**src/rtl/seq_encoder8to3.sv**
```systemverilog
// Sequential 8-to-3 encoder: emits the index of every set request bit, one per beat.
// Build option ENC_MSB_FIRST_EN: emit highest set bit first instead of lowest.
module seq_encoder8to3 #(
    parameter int unsigned WIDTH = 8,
    parameter int unsigned IDXW  = 3
) (
    input  logic              clk,
    input  logic              clr,
    input  logic              in_valid,
    output logic              in_ready,
    input  logic [WIDTH-1:0]  data,
    output logic              out_valid,
    input  logic              out_ready,
    output logic [IDXW-1:0]   out_code,
    output logic              out_last,
    output logic              none,
    output logic              busy
);

    typedef enum logic {
        IDLE = 1'b0,
        RUN  = 1'b1
    } state_t;

    state_t           state;
    state_t           state_nxt;
    logic [WIDTH-1:0] pending;
    logic [WIDTH-1:0] pending_nxt;
    logic             none_nxt;
    logic [IDXW-1:0]  sel_idx;
    logic             sel_last;

    // Pick the next bit to emit; the last assignment in the loop wins.
    always_comb begin
        sel_idx = '0;
`ifdef ENC_MSB_FIRST_EN
        for (int i = 0; i < int'(WIDTH); i++) begin
            if (pending[i]) sel_idx = IDXW'(i);
        end
`else
        for (int i = int'(WIDTH) - 1; i >= 0; i--) begin
            if (pending[i]) sel_idx = IDXW'(i);
        end
`endif
        sel_last = (pending != '0) && ((pending & (pending - WIDTH'(1))) == '0);
    end

    always_ff @(posedge clk or negedge clr) begin
        if (!clr) begin
            state   <= IDLE;
            pending <= '0;
            none    <= 1'b0;
        end else begin
            state   <= state_nxt;
            pending <= pending_nxt;
            none    <= none_nxt;
        end
    end

    always_comb begin
        state_nxt   = state;
        pending_nxt = pending;
        none_nxt    = 1'b0;
        case (state)
            IDLE: begin
                if (in_valid) begin
                    if (data != '0) begin
                        pending_nxt = data;
                        state_nxt   = RUN;
                    end else begin
                        none_nxt = 1'b1;
                    end
                end
            end
            default: begin
                if (out_ready) begin
                    pending_nxt = pending & ~(WIDTH'(1) << sel_idx);
                    if (sel_last) state_nxt = IDLE;
                end
            end
        endcase
    end

    // Outputs depend only on state and pending.
    always_comb begin
        in_ready  = 1'b0;
        out_valid = 1'b0;
        out_code  = '0;
        out_last  = 1'b0;
        busy      = 1'b0;
        case (state)
            IDLE: in_ready = 1'b1;
            default: begin
                out_valid = 1'b1;
                out_code  = sel_idx;
                out_last  = sel_last;
                busy      = 1'b1;
            end
        endcase
    end

endmodule
```
**config.mk**
```make
export PLATFORM = sky130hd
export DESIGN_NAME = seq_encoder8to3
export DESIGN_NICKNAME = d
export VERILOG_FILES = /design/src/rtl/seq_encoder8to3.sv
export SDC_FILE = /design/constraint.sdc
export NUM_CORES = 1
export LEC_CHECK = 0
export ABC_CLOCK_PERIOD_IN_PS = 2050
export CORE_MARGIN = 8
export CORE_UTILIZATION = 45
export DETAILED_ROUTE_END_ITERATION = 8
export PLACE_DENSITY = 0.75
export SLEW_MARGIN = 10
export SYNTH_ARGS = -nofsm -noshare
export SYNTH_HDL_FRONTEND = slang
export SYNTH_SLANG_ARGS = --single-unit
```
**constraint.sdc**
```tcl
create_clock -name clk -period 2.05 [get_ports clk]
set_input_delay 0.5125 -clock clk [delete_from_list [all_inputs] [get_ports clk]]
set_output_delay 0.5125 -clock clk [all_outputs]
set_load 0.03 [all_outputs]
```
==> results of run 1 <==
timing repair:
action	4_1_cts	5_1_grt
pin swaps	4	7
setup buffers	9	6
gates resized for setup	15	12
endpoints found under the setup margin	6	6
layer usage:
metal	GRT usage (%)	wire [µm]	share of wire, %	up-vias
met2	27.2	1210	48	30
li1	-	-	-	381
met5	0	0	0	-
met1	17.6	1130	45	413
met3	4.79	130	5.2	8
met4	3.17	48	1.9	0
flip-flops by register name, summed over array words and instances (netlist names):
name     flops
pending      8
state        1
none         1
critical path, delay by kind of cell (launching register included):
family	cells	cell delay, ps
AND/OR/NAND/NOR	2	700
buffers and inverters	1	180
flip-flops	1	380
AO/OA/AOI/OAI	2	300
cells in the mapped netlist (all sizes together), types with 2 or more instances:
| master | number | share of area [%] |
|---|---|---|
| dfrtp | 10 | 36 |
| nand2 | 9 | 4.9 |
| nor2 | 7 | 3.8 |
| a22o | 5 | 6.3 |
| nor3 | 5 | 4.3 |
| buf | 4 | 4.2 |
| a21oi | 3 | 2.2 |
| nor4 | 3 | 3.6 |
| inv | 2 | 1.1 |
| nand2b | 2 | 1.8 |
| o21ai | 2 | 1.4 |
| o31a | 2 | 2.7 |
| o31ai | 2 | 2.2 |
| or2 | 2 | 1.8 |
metrics by stage:
stage | cell area (µm²) | TNS [ps] | utilization (%)
floorplan | 698 | -830 | -
global placement | 978 | -131 | 66.5
detailed placement | 978 | -118 | 66.5
CTS | 1110 | -601 | 75.7
global route | 1180 | -987 | 80.5
finish | 1180 | -788 | 80.5
cells in the final DEF, fill, tap and decap left out, types with 2 or more instances in the layout:
cell type and count:
a22o_1 5, buf_4 25, nor2_1 6, clkdlybuf4s50_1 12, clkbuf_4 3, o31ai_1 2
nor4_1 2, nor3_2 4, buf_6 7, dfrtp_1 6, dlygate4sd2_1 2, nand2_1 9
a21oi_1 2, dfrtp_2 4
worst max-delay path by stage:
stage | startpoint | end
2_1_floorplan | state$_DFF_PN0_ | out_code[1]
3_5_place_dp | pending[2]$_DFFE_PN0P_ | out_last
4_1_cts | pending[0]$_DFFE_PN0P_ | out_last
6_report | pending[0]$_DFFE_PN0P_ | out_last
5_1_grt | pending[0]$_DFFE_PN0P_ | out_last
3_3_place_gp | data[6] | state$_DFF_PN0_
final cells by class:
type	count	share of cell area, %
inverters	2	0.634
repair buffers	47	35.2
flip-flops and latches	10	21.5
well taps	16	1.69
clock buffers	3	1.90
multi-input cells	59	39.1
cell families after synthesis:
logic type	Yosys count	synth area share, %
DFF	10	36.1
buffers and inverters	7	5.78
and+or+nand+nor	33	26.4
AOI/OAI and AO/OA	26	31.8
power by group:
| group | internal (mW) | switching, mW |
|---|---|---|
| logic | 0.860 | 0.845 |
| registers | 0.284 | 0.112 |
| clock network | 0.0676 | 0.0638 |
| total | 1.21 | 1.02 |
==> results.sh, run 1 <==
export IMPL_path_cells="or4_4 -> a2111oi_4 -> a21oi_2 -> nor3_2 -> buf_4"
export IMPL_maxCapViolCount=0
export IMPL_rsz0062_at_grt="true"
export IMPL_worst_r2r_path_depth=11
export IMPL_leakage_nw=0.534
export IMPL_htreeDepth=1
export IMPL_root_buffer="clkbuf_4"
export IMPL_clock_latency_ps=270
export IMPL_hold_path_class="in2async"
export IMPL_totalWireLength_mm=2.52
export IMPL_hold_viol=0
export IMPL_synth_edf_count=0
export IMPL_cts_tree="yes"
export IMPL_cpPeakStageDelay_ps=580
export IMPL_hold_ws_ps=555
export IMPL_async_flop_share_pct=100
export IMPL_crit_slowest_cell="or4_4"
export IMPL_cp_arrival_ps=1840
export IMPL_synthFlopType="dfrtp_1"
export IMPL_start_util_pct=47.1
export IMPL_worst_setup_path_type="reg2out"
export IMPL_clock_sinks=10
export IMPL_tightest_slew_ps=442
export IMPL_grt_max_degree=11
export IMPL_drc=0
export IMPL_ff_latch_area_um2=255
export IMPL_period_share_pct=115
export IMPL_timing_final_ws_setup_ps=-300
export IMPL_synth_fp_nets=88
export IMPL_io_pin_count=20
export IMPL_status="complete, but fails checks"
export IMPL_rows=14
export IMPL_drive_gt1_share_pct=46.3
export IMPL_synthToLayoutAreaGrowth_pct=70.9
export IMPL_drtIter0Drc=33
export IMPL_io_buffers=19
export IMPL_synthCells=76
export IMPL_period_needed_ps=2350
export IMPL_drv_slew=0
export IMPL_netlist_area_um2=693
export IMPL_critPathRequiredTime_ps=1540
export IMPL_cts_buffers=3
export IMPL_antennaDiodeCount=0
export IMPL_die_y_um=55.2
export IMPL_antenna_found_initial=0
export IMPL_placedCellCount=121
export IMPL_fmax_ghz=0.426
export IMPL_fin_nets=135
export IMPL_timing_rr_start="pending[6]$_DFFE_PN0P_"
export IMPL_path_max_fanout=3
export IMPL_slew_headroom_pct=70.4
export IMPL_n_fill_cell=97
export IMPL_ys_seq_area_share_pct=36.1
export IMPL_grt_pass1_wl_mm=4.04
export IMPL_crit_path_start_kind="flop"
export IMPL_vias=832
export IMPL_finalPower_mw=2.23
export IMPL_yosysWarnings=0
export IMPL_violations="setup timing"
export IMPL_drtPass1Iterations=4
export IMPL_grt_pass1_vias=855
export IMPL_r2r_end="pending[5]$_DFFE_PN0P_"
export IMPL_dp_hpwl_mm=1.60
export IMPL_instances_no_fill=137
export IMPL_dieArea_um2=3050
export IMPL_postCtsHoldBufs=0
export IMPL_gp_congestion=0.863
export IMPL_skew_ps=9.40
export IMPL_clk_pin_slew_ps=60
export IMPL_synth_cell_types=38
export IMPL_coreArea_um2=1470
export IMPL_powerDensity_nw_per_um2=1880
export IMPL_ir_worst_vdd_uv=1110
export IMPL_multi_input_area_um2=463
export IMPL_syn_area_per_cell_um2=9.12
export IMPL_setup_viol=4
export IMPL_ant_nets=0
export IMPL_track_usage_pct=15.4
export IMPL_ff2ff_setup_slack_ps=-80
export IMPL_synth_ff_latch_count=10
export IMPL_place_ws_ps=-48.0
export IMPL_via_per_inst=6.07
export IMPL_die_w_um=55.2
export IMPL_cp_end_kind="primary output"
export IMPL_wl_per_cell_um=18.4
export IMPL_cts_buffer_depth=2
export IMPL_grt_overflow=0
(Power assumes the default switching activity.)
==> inputs of run 2 (changes only) <==
- SETUP_SLACK_MARGIN: default -> 0.1
- SLEW_MARGIN: 10 -> default
==> run 2 against run 1 <==
Critical path type unchanged. Clock power grew 47%. The run still ends with setup timing left. Highest routed layer unchanged. Routed wire length increased by 5.4%. Global-route usage up 1.4 points. Hold slack better by 3.7 ps. Clock skew shrank 8.5 ps. Critical path depth unchanged. Register-to-register slack better by 130 ps. Fmax is 0.61% higher. First-iteration DRC count up 12%.
==> results.sh, run 2 (synthesis results as in run 1) <==
export IMPL_status="complete, but fails checks"
export IMPL_violations="setup timing"
export IMPL_rsz0062_at_grt="true"
export IMPL_drtPass1Iterations=4
export IMPL_drive_gt1_share_pct=47.9
export IMPL_antenna_found_initial=0
export IMPL_leakage_nw=0.513
export IMPL_crit_path_start_kind="flop"
export IMPL_period_needed_ps=2340
export IMPL_placedCellCount=123
export IMPL_critPathRequiredTime_ps=1540
export IMPL_power_share_combinational_pct=75.7
export IMPL_cts_buffer_depth=2
export IMPL_timing_final_ws_setup_ps=-286
export IMPL_die_y_um=55.2
export IMPL_period_share_pct=114
export IMPL_worst_setup_path_type="reg2out"
export IMPL_cts_buffers=3
export IMPL_grt_pass1_vias=869
export IMPL_path_cells="or4_4 -> a2111oi_4 -> a21oi_2 -> nor3_4 -> buf_6"
export IMPL_die_w_um=55.2
export IMPL_slew_headroom_pct=66.8
export IMPL_vias=821
export IMPL_via_per_inst=6.17
export IMPL_grt_max_degree=11
export IMPL_instances_no_fill=133
export IMPL_drc=0
export IMPL_ant_nets=0
export IMPL_antennaDiodeCount=0
export IMPL_io_buffers=19
export IMPL_final_common_cell="buf_4"
export IMPL_cp_end_kind="primary output"
export IMPL_largestRegisters="pending (8), none (1), state (1)"
export IMPL_io_pin_count=20
export IMPL_seqPwrFrac_pct=15.8
export IMPL_crit_slowest_cell="or4_4"
export IMPL_path_delay_family="simple AND/OR/NAND/NOR gates"
export IMPL_dp_hpwl_mm=1.77
export IMPL_hold_viol=0
export IMPL_drtIter0Drc=37
export IMPL_totalWireLength_mm=2.65
export IMPL_setup_viol=3
export IMPL_place_ws_ps=-154
export IMPL_p_int_mw=1.19
export IMPL_largest_reg_flops=8
export IMPL_ir_worst_vdd_uv=1510
export IMPL_path_max_fanout=3
export IMPL_dieArea_um2=3050
export IMPL_wl_per_cell_um=19.9
export IMPL_drv_slew=0
export IMPL_synthToLayoutAreaGrowth_pct=74.2
export IMPL_clk_pin_slew_ps=70
export IMPL_multi_input_area_um2=514
export IMPL_tightest_slew_ps=496
export IMPL_final_util_pct=82.1
export IMPL_n_fill_cell=89
export IMPL_fmax_ghz=0.428
export IMPL_worst_path_buf_inv=1
export IMPL_grt_pass1_wl_mm=4.27
export IMPL_htreeDepth=1
export IMPL_largest_register="pending"
export IMPL_grt_overflow=0
export IMPL_ff_latch_area_um2=251
export IMPL_swShare_pct=47.2
export IMPL_powerDensity_nw_per_um2=1870
export IMPL_start_util_pct=47.1
export IMPL_skew_ps=0.927
export IMPL_maxCapViolCount=0
export IMPL_cpPeakStageDelay_ps=570
export IMPL_coreArea_um2=1470
export IMPL_gp_congestion=0.985
export IMPL_pwr_share_clk_pct=8.5
export IMPL_layout_common_cells="21 x buf_4, 14 x clkdlybuf4s50_1, 9 x nand2_1, 9 x dfrtp_1, 6 x buf_6"
export IMPL_root_buffer="clkbuf_4"
export IMPL_rows=14
export IMPL_fin_nets=130
export IMPL_track_usage_pct=16.8
export IMPL_cts_tree="yes"
export IMPL_hold_path_class="in2async"
export IMPL_p_switching_mw=1.07
export IMPL_clock_latency_ps=280
export IMPL_cp_arrival_ps=1820
export IMPL_clock_sinks=10
## run 2: changes by cell type in the layout (fill, tap and decap cells not counted), sizes merged
| cell | delta |
|---|---|
| clkbuf | +1 |
| dlygate4sd2 | -1 |
| clkinvlp | +1 |
| buf | -5 |
| clkdlybuf4s50 | +2 |
| dlymetal6s2s | -1 |
| inv | -1 |
## run 2: per-layer routing
| layer | GRT usage, % | routed length (µm) | part of all wire [%] | vias to the layer above |
|---|---|---|---|---|
| met3 | 3.65 | 159 | 6.0 | 5 |
| li1 | - | - | - | 373 |
| met2 | 28.8 | 1390 | 52 | 41 |
| met1 | 20.1 | 1060 | 40 | 402 |
| met5 | 0 | 0 | 0 | - |
| met4 | 5.63 | 42 | 1.6 | 0 |
## run 2: final timing paths
kind / start / to / slack [ps] / cells past startpoint
worst max-delay path: pending[1]$_DFFE_PN0P_ / out_last / -290 / 5
worst min register to register: pending[1]$_DFFE_PN0P_ / pending[1]$_DFFE_PN0P_ / 650 / 2
worst min-delay path: clr / none$_DFF_PN0_ / 560 / 1
max in group asynchronous: clr / state$_DFF_PN0_ / 1130 / 1
worst max register to register: pending[1]$_DFFE_PN0P_ / pending[7]$_DFFE_PN0P_ / 50 / 7
min in group clk: pending[1]$_DFFE_PN0P_ / pending[1]$_DFFE_PN0P_ / 650 / 2
## run 2: repair_timing
action | CTS | global route
pin swaps | 4 | 3
endpoints found under the setup margin | 5 | 12
gates resized for setup | 14 | 9
hold buffers | 0 | 0
buffers inserted | 6 | 1
## run 2: power groups by stage
stage | registers [mW] | clock network (mW) | logic (mW)
2_1_floorplan | 0.386 | 0 | 0.815
3_3_place_gp | 0.357 | 0 | 1.32
3_5_place_dp | 0.358 | 0 | 1.33
4_1_cts | 0.354 | 0.191 | 1.55
5_1_grt | 0.363 | 0.206 | 1.82
6_report | 0.356 | 0.193 | 1.71
## run 2: stage by stage
| stage | hold slack [ps] | TNS (ps) | cell area (µm²) | total power [mW] |
|---|---|---|---|---|
| after detailed placement | 575 | -567 | 1030 | 1.69 |
| after CTS | 573 | -525 | 1150 | 2.10 |
| after global routing | 582 | -903 | 1210 | 2.38 |
| after floorplan | 217 | -56.1 | 732 | 1.20 |
| final | 558 | -567 | 1210 | 2.26 |
| after global placement | 587 | -397 | 1030 | 1.67 |
## run 2: layout make-up
type / instances / share of cell area (%)
multi-input combinational: 59 / 42.6
timing repair buffer: 42 / 31.0
sequential: 10 / 20.8
clock buffer: 4 / 3.01
tap: 16 / 1.66
inverter: 2 / 0.933
==> inputs of run 3 (changes only) <==
- GPL_ROUTABILITY_DRIVEN: default -> 0
==> run 3 against run 2 <==
The run still ends with setup timing left. Non-clock buffer count down 3. Utilization fell by 0.94 points. Fmax decreased by 0.42%. Sequential share of layout area grew 0.35 points. Clock skew is 2.7 ps higher. Die area did not move. Count of clock-buffer cells in the layout is the same. Critical endpoint unchanged. Largest power group unchanged.
==> results.sh, run 3 (synthesis results as in run 1) <==
export IMPL_clock_latency_ps=260
export IMPL_cp_end_kind="primary output"
export IMPL_largest_register="pending"
export IMPL_timing_final_ws_setup_ps=-296
export IMPL_period_needed_ps=2350
export IMPL_coreArea_um2=1470
export IMPL_violations="setup timing"
export IMPL_worst_setup_path_type="reg2out"
export IMPL_cts_tree="yes"
export IMPL_hold_path_class="in2async"
export IMPL_die_w_um=55.2
export IMPL_maxCapViolCount=0
export IMPL_drv_slew=0
export IMPL_ff2ff_setup_slack_ps=140
export IMPL_skew_ps=3.58
export IMPL_powerDensity_nw_per_um2=1850
export IMPL_cp_arrival_ps=1830
export IMPL_fin_area_um2=1190
export IMPL_crit_slowest_cell="dfrtp_1"
export IMPL_dp_hpwl_mm=1.78
export IMPL_tightest_slew_ps=498
export IMPL_grt_max_degree=11
export IMPL_grt_pass1_wl_mm=3.99
export IMPL_rows=14
export IMPL_postCtsHoldBufs=0
export IMPL_root_buffer="clkbuf_4"
export IMPL_final_common_cell="buf_4"
export IMPL_hold_viol=0
export IMPL_worst_path_buf_inv=1
export IMPL_io_buffers=19
export IMPL_synthToLayoutAreaGrowth_pct=72.2
export IMPL_crit_path_start_kind="flop"
export IMPL_clk_pin_slew_ps=70
export IMPL_rsz0062_at_grt="true"
export IMPL_leakage_nw=0.498
export IMPL_critPathRequiredTime_ps=1540
export IMPL_largest_reg_flops=8
export IMPL_ant_nets=0
export IMPL_slew_headroom_pct=66.7
export IMPL_path_max_fanout=4
export IMPL_grt_pass1_vias=846
export IMPL_antennaDiodeCount=0
export IMPL_vias=818
export IMPL_period_share_pct=114
export IMPL_r2r_end="pending[7]$_DFFE_PN0P_"
export IMPL_cts_buffers=3
export IMPL_totalWireLength_mm=2.58
export IMPL_place_ws_ps=-78.5
export IMPL_via_per_inst=6.29
export IMPL_drc=0
export IMPL_track_usage_pct=15.3
export IMPL_drive_gt1_share_pct=48.2
export IMPL_largestRegisters="pending (8), none (1), state (1)"
export IMPL_clock_sinks=10
export IMPL_ir_worst_vdd_uv=1380
export IMPL_grt_overflow=0
export IMPL_dieArea_um2=3050
export IMPL_drtPass1Iterations=4
export IMPL_cpPeakStageDelay_ps=440
export IMPL_placed_cell_area_um2=1020
export IMPL_fmax_ghz=0.426
export IMPL_start_util_pct=47.1
export IMPL_status="complete, but fails checks"
export IMPL_die_y_um=55.2
export IMPL_fin_nets=127
export IMPL_cts_buffer_depth=2
export IMPL_path_delay_family="compound AO/OA/AOI/OAI gates"
export IMPL_layout_common_cells="16 x buf_4, 12 x clkdlybuf4s50_1, 9 x nand2_1, 8 x dfrtp_1, 8 x buf_6"
export IMPL_wl_per_cell_um=19.9
export IMPL_io_pin_count=20
export IMPL_drtIter0Drc=23
export IMPL_antenna_found_initial=0
export IMPL_worst_r2r_path_depth=6
export IMPL_n_fill_cell=88
export IMPL_timing_rr_start="pending[2]$_DFFE_PN0P_"
export IMPL_htreeDepth=1
export IMPL_path_cells="and2_1 -> a211oi_1 -> a21oi_1 -> o31a_2 -> nor3_4 -> buf_6"
export IMPL_setup_viol=4
## run 3: report_power, final
group	switching, mW	internal (mW)	leakage (nW)
registers	0.119	0.279	0.121
logic	0.883	0.779	0.362
clock network	0.0724	0.0751	0.0150
## run 3: cell type report
| class | instances | area [µm²] | share of cell area (%) |
|---|---|---|---|
| Clock buffer | 4 | 26.3 | 2.20 |
| Sequential cell | 10 | 253 | 21.2 |
| Multi-Input combinational cell | 59 | 527 | 44.1 |
| Tap cell | 16 | 20.0 | 1.68 |
| Timing Repair Buffer | 39 | 357 | 29.9 |
| Inverter | 2 | 11.3 | 0.943 |
## run 3: worst max-delay path by stage
| stage | start | to | slack (ps) | cells past startpoint |
|---|---|---|---|---|
| after floorplan | pending[2]$_DFFE_PN0P_ | out_last | -60 | 4 |
| after global placement | data[2] | state$_DFF_PN0_ | -90 | 5 |
| after detailed placement | data[2] | state$_DFF_PN0_ | -80 | 5 |
| after CTS | pending[2]$_DFFE_PN0P_ | out_last | -270 | 5 |
| after global routing | pending[3]$_DFFE_PN0P_ | out_last | -420 | 6 |
| final | pending[3]$_DFFE_PN0P_ | out_last | -300 | 6 |
## run 3: metrics by stage
stage | instances | setup TNS, ps | power [mW] | hold WS (ps) | util, %
after global placement | 122 | -369 | 1.65 | 585 | 69.2
final | 130 | -561 | 2.21 | 581 | 81.1
after CTS | 128 | -478 | 1.91 | 590 | 73.2
after floorplan | 76 | -56.1 | 1.20 | 217 | -
after global routing | 130 | -857 | 2.34 | 615 | 81.1
after detailed placement | 122 | -300 | 1.69 | 587 | 69.2
## run 3: repair_timing
item | CTS | global route
resized for setup | 9 | 23
setup endpoints to repair | 7 | 9
endpoints found under the hold margin | 0 | 0
setup buffers | 2 | 4
gates cloned | 0 | 0
pin swaps | 2 | 6
## run 3: worst reg2reg max path, stage by stage (launching register included)
cell     delay, ps
dfrtp_1        400
or4_4          570
buf_4          170
nor3_2         220
or2_1          160
nand2_1         60
a22o_1         200
## run 3: routing by layer
layer  up-vias  global-route usage [%]  wire length [µm]
li1        365                       -                 -
met1       415                    16.9              1070
met2        34                    27.4              1340
met3         4                    4.11               140
met4         0                    4.93                32
met5         -                       0                 0
